`config.mk`:
```
export PLATFORM = sky130hd
export DESIGN_NAME = jump_regularizer
export DESIGN_NICKNAME = d
export VERILOG_FILES = /design/src/rtl/jump_regularizer_pkg.sv /design/src/rtl/jump_regularizer_channel.sv /design/src/rtl/jump_regularizer.sv
export SDC_FILE = /design/constraint.sdc
export NUM_CORES = 1
export LEC_CHECK = 0
export ABC_AREA = 1
export CORE_AREA = 5 5 43 45
export CTS_CLUSTER_SIZE = 8
export DETAILED_ROUTE_END_ITERATION = 16
export DIE_AREA = 0 0 48 50
export PLACE_DENSITY = 0.68
export SKIP_CTS_REPAIR_TIMING = 1
export SLEW_MARGIN = 20
export SYNTH_ARGS = -nofsm -noshare
export SYNTH_HDL_FRONTEND = slang
export SYNTH_HIERARCHICAL = 1
export SYNTH_SLANG_ARGS = --single-unit
```
`constraint.sdc`:
```
create_clock -name i_clk -period 1.55 [get_ports i_clk]
set_input_delay 0.155 -clock i_clk [delete_from_list [all_inputs] [get_ports i_clk]]
set_output_delay 0.155 -clock i_clk [all_outputs]
set_load 0.02 [all_outputs]
```
`src/rtl/jump_regularizer_pkg.sv`:
```
`default_nettype none
// ============================================================================
// Module      : jump_regularizer_pkg
// Description : Shared constants for the jump regularizer: the reset level of
//               the regularized output, the default debounce/hold timings and
//               a helper that sizes the internal counters.
// Revision    : 1.0 - initial release
// ============================================================================
package jump_regularizer_pkg;

    // Level every output and sample register takes while reset is asserted.
    localparam logic REG_RESET_LEVEL  = 1'b1;

    // Default timing: 5-clock debounce, 200-clock hold (2 us at 100 MHz).
    localparam int   DEFAULT_DEBOUNCE = 5;
    localparam int   DEFAULT_DELAY    = 200;
    localparam int   CLK_PERIOD_NS    = 10;

    // Bits needed to hold 0..max_val, never less than one bit.
    function automatic int cnt_width(input int max_val);
        return (max_val < 1) ? 1 : $clog2(max_val + 1);
    endfunction

endpackage
`default_nettype wire

```
`src/rtl/jump_regularizer_channel.sv`:
```
`default_nettype none
// ============================================================================
// Module      : jump_regularizer_channel
// Description : Single-bit debounce-plus-hold engine. The input is registered
//               once, a mismatch against the output must persist for
//               DEBOUNCE_TIME edges before the output toggles, and after
//               every toggle the output is frozen for DELAY edges.
// Ports       : i_clk     - system clock, rising edge
//               i_reset   - asynchronous reset, active low
//               i_signal  - raw switching request
//               o_signal  - regularized switching variable (registered)
//               o_inhibit - hold active (only with JUMP_REGULARIZER_STATUS_EN)
// Revision    : 1.0 - initial release
// ============================================================================
module jump_regularizer_channel
    import jump_regularizer_pkg::*;
#(
    parameter int DEBOUNCE_TIME = DEFAULT_DEBOUNCE,
    parameter int DELAY         = DEFAULT_DELAY
) (
    input  logic i_clk,
    input  logic i_reset,
    input  logic i_signal,
`ifdef JUMP_REGULARIZER_STATUS_EN
    output logic o_inhibit,
`endif
    output logic o_signal
);

    // DEBOUNCE_TIME of 0 behaves exactly like 1: accept on first mismatch.
    localparam int DB_EFF = (DEBOUNCE_TIME < 1) ? 1 : DEBOUNCE_TIME;
    localparam int DC_W   = cnt_width(DEBOUNCE_TIME);
    localparam int HC_W   = cnt_width(DELAY);

    // The debounce counter never exceeds DB_EFF-1, so equality is enough
    // to detect the final counting edge.
    localparam logic [DC_W-1:0] c_DC_LAST   = DC_W'(DB_EFF - 1);
    localparam logic [HC_W-1:0] c_HOLD_LOAD = HC_W'(DELAY);

    logic            r_sample;
    logic            r_out;
    logic [DC_W-1:0] r_dc;
    logic [HC_W-1:0] r_hc;

    logic            w_out_nxt;
    logic [DC_W-1:0] w_dc_nxt;
    logic [HC_W-1:0] w_hc_nxt;

    always_comb begin
        w_out_nxt = r_out;
        w_dc_nxt  = r_dc;
        w_hc_nxt  = r_hc;
        if (r_hc != '0) begin
            // Hold: count down, ignore the input entirely.
            w_hc_nxt = r_hc - HC_W'(1);
            w_dc_nxt = '0;
        end else if (r_sample == r_out) begin
            w_dc_nxt = '0;
        end else if (r_dc == c_DC_LAST) begin
            // Mismatch has persisted long enough: accept and start the hold.
            w_out_nxt = ~r_out;
            w_dc_nxt  = '0;
            w_hc_nxt  = c_HOLD_LOAD;
        end else begin
            w_dc_nxt = r_dc + DC_W'(1);
        end
    end

    always_ff @(posedge i_clk or negedge i_reset) begin
        if (!i_reset) begin
            r_sample <= REG_RESET_LEVEL;
            r_out    <= REG_RESET_LEVEL;
            r_dc     <= '0;
            r_hc     <= '0;
        end else begin
            r_sample <= i_signal;
            r_out    <= w_out_nxt;
            r_dc     <= w_dc_nxt;
            r_hc     <= w_hc_nxt;
        end
    end

    assign o_signal = r_out;

`ifdef JUMP_REGULARIZER_STATUS_EN
    assign o_inhibit = (r_hc != '0);
`endif

endmodule
`default_nettype wire

```
`src/rtl/jump_regularizer.sv`:
```
`default_nettype none
// ============================================================================
// Module      : jump_regularizer
// Description : N independent channels of switching-decision regularization
//               (debounce followed by a minimum dwell time). Each bit is
//               handled by its own jump_regularizer_channel instance.
// Ports       : i_clk     - system clock, rising edge
//               i_reset   - asynchronous reset, active low
//               i_signal  - [N-1:0] raw switching requests
//               o_signal  - [N-1:0] regularized switching variables
//               o_inhibit - [N-1:0] per-channel hold status, present only
//                           when JUMP_REGULARIZER_STATUS_EN is defined
// Revision    : 1.0 - initial release
// ============================================================================
module jump_regularizer
    import jump_regularizer_pkg::*;
#(
    parameter int DEBOUNCE_TIME = DEFAULT_DEBOUNCE,
    parameter int DELAY         = DEFAULT_DELAY,
    parameter int N             = 1
) (
    input  logic         i_clk,
    input  logic         i_reset,
    input  logic [N-1:0] i_signal,
`ifdef JUMP_REGULARIZER_STATUS_EN
    output logic [N-1:0] o_inhibit,
`endif
    output logic [N-1:0] o_signal
);

    for (genvar k = 0; k < N; k++) begin : g_ch
        jump_regularizer_channel #(
            .DEBOUNCE_TIME (DEBOUNCE_TIME),
            .DELAY         (DELAY)
        ) u_channel (
            .i_clk     (i_clk),
            .i_reset   (i_reset),
            .i_signal  (i_signal[k]),
`ifdef JUMP_REGULARIZER_STATUS_EN
            .o_inhibit (o_inhibit[k]),
`endif
            .o_signal  (o_signal[k])
        );
    end

endmodule
`default_nettype wire

```
; ---- Word-level counts from Yosys, hierarchy flattened
; Index checks and enable logic that the tools add are counted.
[op_classes]
n_addsub = 2
n_mul = 0
div = 0
magnitude_cmp = 0
n_eq_ne = 3
n_shift = 0
muxes = 6
n_bitwise = 3
n_reduce_logical = 4
[ops]
columns = cell, count
row1 = 8-bit 2-to-1 mux, 3
row2 = 3-bit 2-to-1 mux, 3
row3 = 8-bit nonzero test, 1
row4 = "8-bit by 1-bit subtractor with 8-bit output, second input constant", 1
row5 = "3-bit by 1-bit adder with 3-bit output, second input constant", 1
row6 = "3-bit equality test, second input constant", 1
row7 = 1-bit NOT, 3
row8 = 3-bit AND reduction, 1
row9 = "2-bit by 1-bit inequality test with 1-bit output, second input constant", 1
row10 = 2-bit AND reduction, 1
row11 = 2-bit nonzero test, 1
row12 = 1-bit equality test, 1
[totals]
ff_bits = 13
latch_bits = 0
mem_bits_rw = 0
mem_bits_ro = 0
out_inout_bits = 1
word_cells = 22
memories = 0

; ---- Depth between registers and ports, before layout
; Gate-level depths: netlist of run 1.
[logic_depth]
word_depth = 4
ltp_mapped = 8
ltp_nobuf = 8

; ---- Least setup slack after synthesis of run 1
; No wires, ideal clock.
[synth_path]
kind = reg-to-reg
start = reg g_ch[0].u_channel.r_hc[0]
end = reg g_ch[0].u_channel.r_hc[3]
t_arrival_ns = 1.081
t_required_ns = 1.425
path_slack_ns = 0.344
path_stages_with_launch = 8
path_buffers = 0
synth_period_minus_slack_ns = 1.206
path_cell_list = dfrtp_1 -> inv_1 -> ha_1 -> nand2_1 -> nor2_4 -> inv_1 -> nand3_1 -> nand3_1
[synth_via]
elab_chain_cells = 3
elab_cells_between_ends = 6
cone_classes = add/sub (1) / eq/ne (1) / mux (1) / reduce/logical (3)
[synth_rtl]
columns = item, line
row1 = from (decl), jump_regularizer_channel.sv:43  ; logic [HC_W-1:0] r_hc;
row2 = from (signal assigned), jump_regularizer_channel.sv:79  ; r_hc <= w_hc_nxt;
row3 = "parallel branches: the longest is 3 deep, another holds 8-bit by 1-bit subtractor with 8-bit output", --
; Parallel ways; which one is timed is not known.
; A chain may end at the register's enable or synchronous reset.

; ---- Worst setup path in the final report of run 1
; Ends and elaborated chain as after synthesis.

==> out/results.ini, run 1 <==
[outcome]
run_status=complete, no violations

[die]
io_pins=4
die_x_um=48
dieHeight_um=50
rows=14
die_area_mm2=0.00240
coreArea_mm2=0.00144
start_util_pct=51.3

[logic_synthesis]
synth_area_per_cell_um2=8.28
yosysTopAreaCellShare_pct=37.4
synth.top_cells.by_count=inv_1 (17), nand2_1 (17), dfrtp_1 (11), nor2_1 (10), nand3_1 (9)
syn_area_um2=737
syn_nets=96
synth-seq-area-share_pct=44.5
ys_async_sr_fraction_pct=100
ys_ff_latch=13
ys_warn_count=6
synthCells=89
synthTopCellsByArea=dfrtp_1 (37%), inv_1 (8.7%), nand2_1 (8.7%)
synth_ff_type=dfrtp_1
synth_largest_area_cell=dfrtp_1
synth_cell_types=20
synth_edf_count=0

[power_and_ir_drop]
p_leak_nw=0.428
max-vdd-ir-drop_v=0.000832
power_density_mw_per_mm2=1590
p_total_mw=1.31

[cells_and_area]
final_util_pct=57.3
area_growth_pct=11.7
final_nets=105
antenna_cells=0
fin_area_um2=823
drive_above_1_share_pct=16.5

[timing]
finalMaxSlewViolations=0
finalHoldViolCount=0
fin_skew_ns=0.00326
fin_ws_ns=0.203
grt_setup_unrepaired=false
max_freq_mhz=743
worst_slew_pin_slew_ns=0.234
setup_viol=0
timing.final.crit_share_pct=86.9
period_minus_slack_ns=1.35
maxSlewHeadroom_pct=84.4

[setup_path]
worst-path-max-fanout=7
slowest_delay_ns=0.38
start_kind=register
critPathKind=reg -> reg
worstPathArrival_ns=1.51
end_kind=register
setup.worst_path.start=g_ch[0].u_channel/r_hc[0]
reg2reg_depth=7
path_cells=inv_1 > ha_1 > nand2_1 > nor2_4 > inv_1 > nand3_1 > nand3_1
cpMaxStageDelayCell=dfrtp_1
r2r_start=g_ch[0].u_channel/r_hc[0]
cp.required_ns=1.71
reg2reg_slack_ns=0.20
reg2reg_to=g_ch[0].u_channel/r_hc[3]
endpoint=g_ch[0].u_channel/r_hc[3]

[run]
max_cap_violations=0

[drt]
firstDrtPassIters=3
route.detailed.drc=0
first_iter_violations=9
post_drt_wl_per_cell_um=11.0
num_vias=569
totalWireLength_um=1240
ant_nets=0
vias_per_cell=5.04

[clock_network]
insertion_delay_ns=0.28
cts_max_level=1
cts_tree=yes
clk_pin_slew_worst_paths_ns=0.08
clkSinkCount=13
cts_made_buffers=3
cts_buffer_depth=2
clock-root-buffer=clkbuf_4

[grt]
grtUsageTotal_pct=12.5
grt_max_degree=14
grt_pass1_wl_um=2100
antenna_found_initial=0
first_global_vias=502
grt_overflow_total=0

[placed_design]
pre_cts_ws_ns=0.221
place_area_um2=795
port_buffers=3
gp_congestion=0.830
dp_hpwl_um=958

[hold_path]
hp-class=in -> async

worst max-delay path, delay by kind of cell (launching register included):
| kind | cells | cell delay [ns] |
|---|---|---|
| AND/OR/NAND/NOR | 4 | 0.42 |
| flip-flops | 1 | 0.38 |
| buffers and inverters | 2 | 0.22 |
| adder cells (fa/ha/maj) | 1 | 0.20 |
layout by cell type, fill, tap and decap left out, types with 2 or more instances in the layout:
master           count
nor2_4               3
nor2_1              10
dfrtp_1             11
xor2_1               2
clkdlybuf4s50_1      2
dfstp_2              2
nand3_1              9
inv_1               17
o21ai_1              2
ha_1                 4
nand2_1             17
nand4_1              2
nand2_2              2
clkbuf_4             3
power breakdown:
group          internal (mW)  switching, mW
sequential             0.454          0.109
clock                 0.0999          0.114
combinational          0.205          0.328
registers in the layout (all words and copies together), names as in the netlist:
signal                   flops
g_ch.u_channel/r_hc          8
g_ch.u_channel/r_sample      1
g_ch.u_channel/o_signal      1
g_ch.u_channel/r_dc          3
worst min-delay path by stage:
stage	to	cells after the start	from	slack [ns]
3_5_place_dp	g_ch[0].u_channel/r_dc[0]	1	g_ch[0].u_channel/r_dc[0]	0.46
4_1_cts	g_ch[0].u_channel/r_hc[2]	2	i_reset	0.17
5_1_grt	g_ch[0].u_channel/r_hc[2]	2	i_reset	0.17
3_3_place_gp	g_ch[0].u_channel/r_dc[0]	1	g_ch[0].u_channel/r_dc[0]	0.44
2_1_floorplan	g_ch[0].u_channel/r_dc[0]	0	i_reset	-0.14
6_report	g_ch[0].u_channel/r_hc[2]	2	i_reset	0.17
cell type report:
type | instances | area (um^2)
fillers | 142 | 613
multi-input cells | 58 | 342
flip-flops and latches | 13 | 328
inverters | 18 | 67.6
repair buffers | 4 | 40.0
clock buffers | 4 | 26.3
well taps | 16 | 20.0
logic make-up after synthesis:
logic type	count (synthesis)	synth area share [%]
simple gates	45	29.7
buf+inv	18	9.17
xor+xnor	4	5.77
flops	13	44.5
compound gates	5	4.07
fa+ha+maj	4	6.79
layer usage:
layer	GRT usage, %	vias to the layer above	share of wire [%]
met5	0	-	0
met4	8.07	0	2.5
met3	2.55	4	3.6
met2	18.5	6	49
met1	15.6	272	45
li1	-	287	-
stage by stage:
step | hold WS (ns) | cells | TNS, ns
global placement | 0.445 | 109 | 0
finish | 0.172 | 113 | 0
global route | 0.170 | 113 | 0
CTS | 0.174 | 113 | -0.108
detailed placement | 0.459 | 109 | 0
floorplan | -0.141 | 89 | 0
No activity file was read; power rests on OpenSTA's default activity.
==> run 2: changes to the inputs <==
CELL_PAD_IN_SITES_DETAIL_PLACEMENT = 1   (was unset)
CELL_PAD_IN_SITES_GLOBAL_PLACEMENT = 1   (was unset)
CORE_AREA = 5 5 48 50   (was 5 5 43 45)
DIE_AREA = 0 0 53 55   (was 0 0 48 50)
PLACE_DENSITY = 0.7   (was 0.68)
==> out/results.ini, run 2 (synthesis gave the netlist of run 1 again) <==
[placed_design]
gp_congestion=0.744  ; -10%
dp_hpwl_um=1200  ; +26%
place_area_um2=816  ; +2.7%
port_buffers=3  ; unchanged
pre_cts_ws_ns=0.223  ; +0.00164 ns

[setup_path]
reg2reg_slack_ns=0.20  ; about the same
critPathKind=reg -> reg
cpMaxStageDelayCell=dfrtp_1
path_cells=inv_1 > ha_1 > nand2_1 > nor2_4 > inv_1 > nand3_1 > o21ai_1
end_kind=register
start_kind=register
path_buf_inv=2  ; unchanged
worstPathArrival_ns=1.52  ; about the same
slowest_delay_ns=0.39  ; about the same
path_delay_family=flip-flops
cp.required_ns=1.71  ; about the same
worst-path-max-fanout=7  ; unchanged
crit_top_cell=inv_1

[clock_network]
clock-root-buffer=clkbuf_4
clkSinkCount=13  ; unchanged
cts_buffer_depth=2  ; unchanged
cts_made_buffers=3  ; unchanged
cts_max_level=1  ; unchanged
clk_pin_slew_worst_paths_ns=0.09  ; about the same
insertion_delay_ns=0.27  ; about the same
cts_tree=yes

[cells_and_area]
fin_area_um2=845  ; +2.6%
final_nets=106  ; +0.95%
antenna_cells=0  ; unchanged
top_regs=g_ch.u_channel/r_hc: 8 flops, g_ch.u_channel/r_dc: 3 flops
area_growth_pct=14.6
final_cell_mix=inv_1 (17), nand2_1 (17), dfrtp_1 (11), nor2_1 (10), nand3_1 (9)
final_util_pct=45.4  ; -12 points
largest_reg_flops=8  ; unchanged
regMostFlops=g_ch.u_channel/r_hc
drive_above_1_share_pct=17.3  ; +0.85 points

[timing]
finalMaxSlewViolations=0  ; unchanged
period_minus_slack_ns=1.35  ; +0.00510 ns
worst_slew_pin_slew_ns=0.226  ; -0.00811 ns
totalNegativeSetupSlack_ns=0  ; unchanged
maxSlewHeadroom_pct=84.9  ; +0.54 points
timing.final.crit_share_pct=87.2  ; +0.33 points
grt_setup_unrepaired=false
timing.hold.ws_ns=0.177  ; +0.00502 ns
fin_skew_ns=0.00353  ; +0.000272 ns
finalHoldViolCount=0  ; unchanged
max_freq_mhz=740  ; -0.38%
setup_viol=0  ; unchanged
fin_ws_ns=0.198  ; -0.00510 ns

[die]
start_util_pct=39.6  ; -12 points
coreArea_mm2=0.00186  ; +30%
rows=16  ; +2
io_pins=4  ; unchanged
dieHeight_um=55  ; +10%
die_area_mm2=0.00292  ; +21%
die_x_um=53  ; +10%

[drt]
vias_per_cell=4.70  ; -6.7%
post_drt_wl_per_cell_um=12.0  ; +9.2%
totalWireLength_um=1500  ; +21%
ant_nets=0  ; unchanged
num_vias=587  ; +3.2%
firstDrtPassIters=5  ; +2
first_iter_violations=5  ; -4
route.detailed.drc=0  ; unchanged

[power_and_ir_drop]
p_clk_share_pct=15.9  ; -0.4 points
power_density_mw_per_mm2=1600  ; +0.77%
p_comb_share_pct=42.4  ; +1.7 points
max-vdd-ir-drop_v=0.000813  ; -2.4%
p_seq_share_pct=41.7  ; -1.3 points
internal-power_mw=0.776  ; +2.2%
p_switching_mw=0.578  ; +5.0%
p_leak_nw=0.433  ; +1.1%
switching_share_pct=42.7  ; +0.67 points

[grt]
first_global_vias=603  ; +20%
grtUsageTotal_pct=12.7  ; +0.22 points
antenna_found_initial=0  ; unchanged
grt_overflow_total=0  ; unchanged
grt_max_degree=14  ; unchanged
grt_pass1_wl_um=2540  ; +21%

[run]
max_cap_violations=0  ; unchanged

[hold_path]
hp-class=in -> async

[outcome]
run_status=complete, no violations

## run 2: worst reg2reg max path, stage by stage, from the launching register on
cell and delay (ns):
dfrtp_1 0.39, inv_1 0.12, ha_1 0.20, nand2_1 0.09, nor2_4 0.20, inv_1 0.10, nand3_1 0.08, o21ai_1 0.07
## run 2: layout make-up
type | count | area, um^2
flip-flops and latches | 13 | 328
repair buffers | 5 | 47.5
clock buffers | 4 | 26.3
fillers | 230 | 1020
inverters | 18 | 67.6
well taps | 27 | 33.8
multi-input cells | 58 | 342
## run 2: through the flow
step,instances,power [mW]
final,125,1.35
after global routing,125,1.49
after global placement,121,1.14
after CTS,125,1.38
after detailed placement,121,1.15
after floorplan,89,0.991
## run 2: worst paths after layout
kind,cells after the start,start,to
worst min-delay path,2,i_reset,g_ch[0].u_channel/r_dc[1]
worst max register to register,7,g_ch[0].u_channel/r_hc[1],g_ch[0].u_channel/r_hc[2]
worst min register to register,1,g_ch[0].u_channel/r_dc[0],g_ch[0].u_channel/r_dc[0]
worst max-delay path,7,g_ch[0].u_channel/r_hc[1],g_ch[0].u_channel/r_hc[2]
min in group i_clk,1,i_signal,g_ch[0].u_channel/r_sample
max in group asynchronous,2,i_reset,g_ch[0].u_channel/o_signal
## run 2: power by group through the flow
stage | Clock (mW) | Sequential [mW] | Combinational, mW
finish | 0.216 | 0.564 | 0.574
global route | 0.254 | 0.576 | 0.656
CTS | 0.228 | 0.565 | 0.583
detailed placement | 0 | 0.572 | 0.580
global placement | 0 | 0.566 | 0.575
floorplan | 0 | 0.547 | 0.444
## run 2: metal layers
metal  wire (um)  GRT usage [%]
met1         638           13.3
met2         820           22.5
met3          26           3.49
met4          10           8.09
met5           0              0
